`src/rtl/keypad_if.sv`:
```
// Key event handshake between the keypad scanner and its consumer.
interface keypad_if;
   logic       key_valid;
   logic [3:0] key_code;
   logic       key_ready;

   modport master (output key_valid, output key_code, input key_ready);
   modport slave  (input key_valid, input key_code, output key_ready);
endinterface

```
`src/rtl/keypad_scanner.sv`:
```
// 4x4 matrix keypad scanner: column scan, row debounce, one event per accepted press.
module keypad_scanner #(
   parameter int unsigned SCAN_DIV     = 1000,
   parameter int unsigned DEBOUNCE_CNT = 100000
) (
   input  logic       clk,
   input  logic       resetn,
   output logic [3:0] key_col,
   input  logic [3:0] key_row,
   keypad_if.master   kp,
   output logic       key_down,
   output logic       overflow
);

   localparam int unsigned SLOT_W = (SCAN_DIV > 2) ? $clog2(SCAN_DIV) : 1;
   localparam int unsigned DB_W   = (DEBOUNCE_CNT > 2) ? $clog2(DEBOUNCE_CNT) : 1;
   localparam logic [SLOT_W-1:0] SLOT_MAX = SLOT_W'(SCAN_DIV - 1);
   localparam logic [DB_W-1:0]   DB_MAX   = DB_W'(DEBOUNCE_CNT - 1);

   typedef enum logic [1:0] {SCAN, DEBOUNCE, HOLD, RELEASE} state_t;

   state_t            state_q, state_d;
   logic [3:0]        sync1_q, rs_q;
   logic [1:0]        col_q, col_d;
   logic [1:0]        row_q, row_d;
   logic [SLOT_W-1:0] slot_q, slot_d;
   logic [DB_W-1:0]   db_q, db_d;
   logic [3:0]        key_col_q, key_col_d;
   logic              valid_q, valid_d;
   logic [3:0]        code_q, code_d;
   logic              down_q, down_d;
   logic              ovf_q, ovf_d;
   logic [1:0]        low_row_c;

   // Lowest-index active row wins when several rows read low (no ghost resolution).
   always_comb begin
      low_row_c = 2'd3;
      if      (!rs_q[0]) low_row_c = 2'd0;
      else if (!rs_q[1]) low_row_c = 2'd1;
      else if (!rs_q[2]) low_row_c = 2'd2;
   end

   always_comb begin
      state_d = state_q;
      col_d   = col_q;
      row_d   = row_q;
      slot_d  = slot_q;
      db_d    = db_q;
      valid_d = valid_q;
      code_d  = code_q;
      down_d  = down_q;
      ovf_d   = ovf_q;

      if (valid_q && kp.key_ready) valid_d = 1'b0;

      case (state_q)
         SCAN: begin
            if (slot_q == SLOT_MAX) begin
               slot_d = '0;
               if (rs_q == 4'hF) begin
                  col_d = col_q + 2'd1;
               end else begin
                  row_d   = low_row_c;
                  db_d    = '0;
                  state_d = DEBOUNCE;
               end
            end else begin
               slot_d = slot_q + SLOT_W'(1);
            end
         end
         DEBOUNCE: begin
            if (rs_q[row_q]) begin
               state_d = SCAN;
               col_d   = col_q + 2'd1;
               slot_d  = '0;
            end else if (db_q == DB_MAX) begin
               state_d = HOLD;
               down_d  = 1'b1;
               // A still-pending event that is not being taken this cycle wins; the new press is lost.
               if (!valid_q || kp.key_ready) begin
                  code_d  = {row_q, col_q};
                  valid_d = 1'b1;
               end else begin
                  ovf_d = 1'b1;
               end
            end else begin
               db_d = db_q + DB_W'(1);
            end
         end
         HOLD: begin
            if (rs_q[row_q]) begin
               db_d    = '0;
               state_d = RELEASE;
            end
         end
         RELEASE: begin
            if (!rs_q[row_q]) begin
               state_d = HOLD;
            end else if (db_q == DB_MAX) begin
               down_d  = 1'b0;
               state_d = SCAN;
               col_d   = col_q + 2'd1;
               slot_d  = '0;
            end else begin
               db_d = db_q + DB_W'(1);
            end
         end
         default: state_d = SCAN;
      endcase

      key_col_d = ~(4'b0001 << col_d);
   end

   always_ff @(posedge clk or negedge resetn) begin
      if (!resetn) begin
         state_q   <= SCAN;
         sync1_q   <= 4'hF;
         rs_q      <= 4'hF;
         col_q     <= 2'd0;
         row_q     <= 2'd0;
         slot_q    <= '0;
         db_q      <= '0;
         key_col_q <= 4'hE;
         valid_q   <= 1'b0;
         code_q    <= 4'h0;
         down_q    <= 1'b0;
         ovf_q     <= 1'b0;
      end else begin
         state_q   <= state_d;
         sync1_q   <= key_row;
         rs_q      <= sync1_q;
         col_q     <= col_d;
         row_q     <= row_d;
         slot_q    <= slot_d;
         db_q      <= db_d;
         key_col_q <= key_col_d;
         valid_q   <= valid_d;
         code_q    <= code_d;
         down_q    <= down_d;
         ovf_q     <= ovf_d;
      end
   end

   assign key_col      = key_col_q;
   assign kp.key_valid = valid_q;
   assign kp.key_code  = code_q;
   assign key_down     = down_q;
   assign overflow     = ovf_q;

endmodule

```
`src/flat_wrapper.sv`:
```
// flat-port wrapper written by rule: the top's interface ports become plain ports
module keypad_scanner_flat 
#(
   parameter int unsigned SCAN_DIV     = 1000,
   parameter int unsigned DEBOUNCE_CNT = 100000
)
  (clk, resetn, key_col, key_row, key_down, overflow, kp_key_valid, kp_key_code, kp_key_ready);
  keypad_if kp_i ();
  input  logic clk;
  input  logic resetn;
  output logic [3:0] key_col;
  input  logic [3:0] key_row;
  output logic key_down;
  output logic overflow;
  output wire logic [$bits(kp_i.key_valid)-1:0] kp_key_valid;
  output wire logic [$bits(kp_i.key_code)-1:0] kp_key_code;
  input wire logic [$bits(kp_i.key_ready)-1:0] kp_key_ready;
  assign kp_key_valid = kp_i.key_valid;
  assign kp_key_code = kp_i.key_code;
  assign kp_i.key_ready = kp_key_ready;
  keypad_scanner #(.SCAN_DIV(SCAN_DIV), .DEBOUNCE_CNT(DEBOUNCE_CNT)) u_core (.clk(clk), .resetn(resetn), .key_col(key_col), .key_row(key_row), .kp(kp_i), .key_down(key_down), .overflow(overflow));
endmodule
```
`config.mk`:
```
export PLATFORM = sky130hd
export DESIGN_NAME = keypad_scanner_flat
export DESIGN_NICKNAME = d
export VERILOG_FILES = /design/src/rtl/keypad_if.sv /design/src/rtl/keypad_scanner.sv /design/src/flat_wrapper.sv
export SDC_FILE = /design/constraint.sdc
export NUM_CORES = 1
export LEC_CHECK = 0
export ABC_CLOCK_PERIOD_IN_PS = 2500
export BUFFER_PORTS_ARGS = -buffer_cell sky130_fd_sc_hd__buf_2
export CAP_MARGIN = 5
export CORE_MARGIN = 2
export CORE_UTILIZATION = 30
export DETAILED_ROUTE_END_ITERATION = 10
export HOLD_SLACK_MARGIN = 0.15
export PLACE_DENSITY = 0.46
export SYNTH_ARGS = -nofsm -noshare
export SYNTH_HDL_FRONTEND = slang
export SYNTH_SLANG_ARGS = --single-unit
```
`constraint.sdc`:
```
create_clock -name clk -period 2.5 [get_ports clk]
set_clock_uncertainty 0.05 [all_clocks]
set_input_delay 0 -clock clk [delete_from_list [all_inputs] [get_ports clk]]
set_output_delay 0 -clock clk [all_outputs]
set_load 0.01 [all_outputs]
```
==> flow_summary.ini <==
[clock_tree]
clk_latency_ns = 0.31
cts_buffer_depth = 2
numCtsBuffers = 5
cts_sinks = 52
cts_tree = done
clk_pin_slew_ns = 0.10
htreeDepth = 2
root_buffer = clkbuf_8

[synth]
syn-instance-count = 249
synth_top_area_frac = 0.399
syn-num-nets = 258
synth-edff-count = 0
synth.distinct_cells = 48
yosys_warnings = 0
syn_area_per_cell_um2 = 10.3
synth_area_leaders = dfrtp_1 (40%), dfstp_2 (11%), o31ai_1 (5.3%)
synth_area_um2 = 2570
synth-main-ff-cell = dfrtp_1
synth_seq_cells = 52
synth_largest_area_cell = dfrtp_1
yosysSeqAreaShare = 0.511
async_reset_ff_frac = 1.00

[finish]
final_cell_mix = dfrtp_1 (41), nand2_1 (20), o31ai_1 (18)
layout-drive-gt1-share = 0.236
nets = 296
final_common_cell = dfrtp_1
num_antenna_cells = 0
fillers = 859
synthToLayoutAreaGrowth_pct = 18.0

[die]
start_util = 0.311
rows = 33
core_um2 = 8260
fp.dieH_um = 96.6
boundaryPins = 18
die_w_um = 96.6
dieArea_um2 = 9330

[drt]
drc_errors = 0
routed_wl_mm = 5.97
drt-vias-per-instance = 5.31
wire_per_inst_um = 15.2
antenna_left = 0
vias = 2085
drt_iter0_drc = 108
dr.pass1.iters = 4

[grt]
met3_usage = 0.0233
antenna_found_initial = 0
grt_pass1_vias = 2038
top_usage_layer = met2
grt_pass1_wl_mm = 10.1
grt_overflow_total = 0
track_usage = 0.139
grt_max_degree = 48
met1_usage = 0.196
use_met2 = 0.224

[worst_setup_path]
cp-start-kind = register
r2r_setup_slack_ns = 0.22
crit_slowest_cell = dfrtp_1
crit_chain = nand4bb_1, nor4_4, buf_4, o311ai_4, or4_1, a21oi_1
path_class = register to register
crit_fanout = 10
max_stage_delay_ns = 0.52
critPathBufInv = 1
cp_top_family = simple AND/OR/NAND/NOR gates
worst_ep_required_time_ns = 2.68
worstPathArrival_ns = 2.46
endpoint_kind = register

[timing]
finalCriticalPeriod_ns = 2.28
worstMarginPinSlew_ns = 1.08
max_freq_mhz = 439
slew_headroom = 0.281
fin_tns_setup_ns = 0
drv_slew = 0
finalSetupViolations = 0
fin_crit_sh = 0.910
rsz0062_at_grt = no
hold_viol = 0

[pwr]
ir_drop_uv = 231
leakagePower_nw = 1.23
finalPower_w = 0.00138
power_density_nw_per_um2 = 455

[place]
place.gp.congestion = 0.759
port_buffers = 17
dp_hpwl_mm = 4.21

[run_status]
status = finished clean

[min_path]
hold_class = input port to register

[run]
maxCapViolCount = 0
[synthesized netlist by cell type, types with 3 or more instances]
| library cell | number |
|---|---|
| or4_1 | 6 |
| nor4_1 | 7 |
| inv_1 | 7 |
| nand2_1 | 20 |
| mux2_2 | 5 |
| nand4_1 | 4 |
| and4_1 | 3 |
| nor3_1 | 5 |
| nand2b_1 | 4 |
| dfrtp_1 | 41 |
| clkbuf_1 | 5 |
| or3_1 | 6 |
| a21oi_1 | 15 |
| o21ai_0 | 16 |
| nand3_1 | 13 |
| dfstp_2 | 11 |
| o31ai_1 | 18 |
| nor2_1 | 15 |
| and2_1 | 3 |
| o21a_1 | 6 |
[cell type report]
class	count	area, um^2	area share
sequential	52	1320	0.433
multi-input combinational	182	1210	0.398
timing repair buffer	39	265	0.0874
tap	105	131	0.0433
clock buffer	6	72.6	0.0239
inverter	7	26.3	0.00866
clock inverter	2	16.3	0.00536
[state kept, by name, indices dropped and copies added (netlist names), named ones only]
| signal | flops |
|---|---|
| u_core.col_q | 2 |
| u_core.db_q | 17 |
| u_core.key_col | 4 |
| u_core.key_down | 1 |
| u_core.kp.key_code | 4 |
| u_core.kp.key_valid | 1 |
| u_core.overflow | 1 |
| u_core.row_q | 2 |
| u_core.rs_q | 4 |
| u_core.slot_q | 10 |
| u_core.state_q | 1 |
| u_core.sync1_q | 4 |
[logic make-up (layout without fill, tap and decap cells)]
kind of cell | after synthesis | in the layout | synth area share
buf+inv | 15 | 54 | 0.0238
fa+ha+maj | 2 | 2 | 0.00973
compound gates | 70 | 70 | 0.187
xor+xnor | 2 | 2 | 0.00681
mux | 6 | 6 | 0.0307
flops | 52 | 52 | 0.511
simple gates | 102 | 102 | 0.230
[report_power, final]
part	total, W	internal, W	switching, W
Combinational	0.0000366	0.0000135	0.0000231
Clock	0.000486	0.000200	0.000286
Sequential	0.000857	0.000853	0.00000393
Total	0.00138	0.00107	0.000313
[per-layer routing]
| metal | up-vias | wire length [um] |
|---|---|---|
| li1 | 1026 | - |
| met4 | 0 | 30 |
| met3 | 2 | 113 |
| met5 | - | 0 |
| met2 | 15 | 2830 |
| met1 | 1042 | 3000 |
[repair_timing]
item	in CTS	in global routing
gates resized for setup	0	2
endpoints found under the hold margin	40	0
setup buffers	0	1
hold buffers	6	0
endpoints found under the setup margin	0	1
[metrics by stage]
stage	instances	hold WS (ns)	cell area, um^2	utilization	setup WS (ns)
finish	393	0.289	3030	0.367	0.225
global route	393	0.277	3030	0.367	0.0310
CTS	392	0.272	3010	0.365	0.144
detailed placement	378	0.0572	2870	0.347	0.164
global placement	378	0.0560	2870	0.347	0.214
floorplan	249	-0.346	2570	-	0.317
[path summary, 6_finish.rpt]
check	from	end	cells after the start
min	key_row[1]	u_core.sync1_q[1]$_DFF_PN1_	2
min reg2reg	u_core.sync1_q[1]$_DFF_PN1_	u_core.rs_q[1]$_DFF_PN1_	0
min in group asynchronous	resetn	u_core.db_q[10]$_DFFE_PN0P_	2
max in group asynchronous	resetn	u_core.slot_q[2]$_DFFE_PN0P_	3
max reg2reg	u_core.state_q[0]$_DFFE_PN0P_	u_core.db_q[15]$_DFFE_PN0P_	6
max	u_core.state_q[0]$_DFFE_PN0P_	u_core.db_q[15]$_DFFE_PN0P_	6
Power figures use the tool's default switching activity.
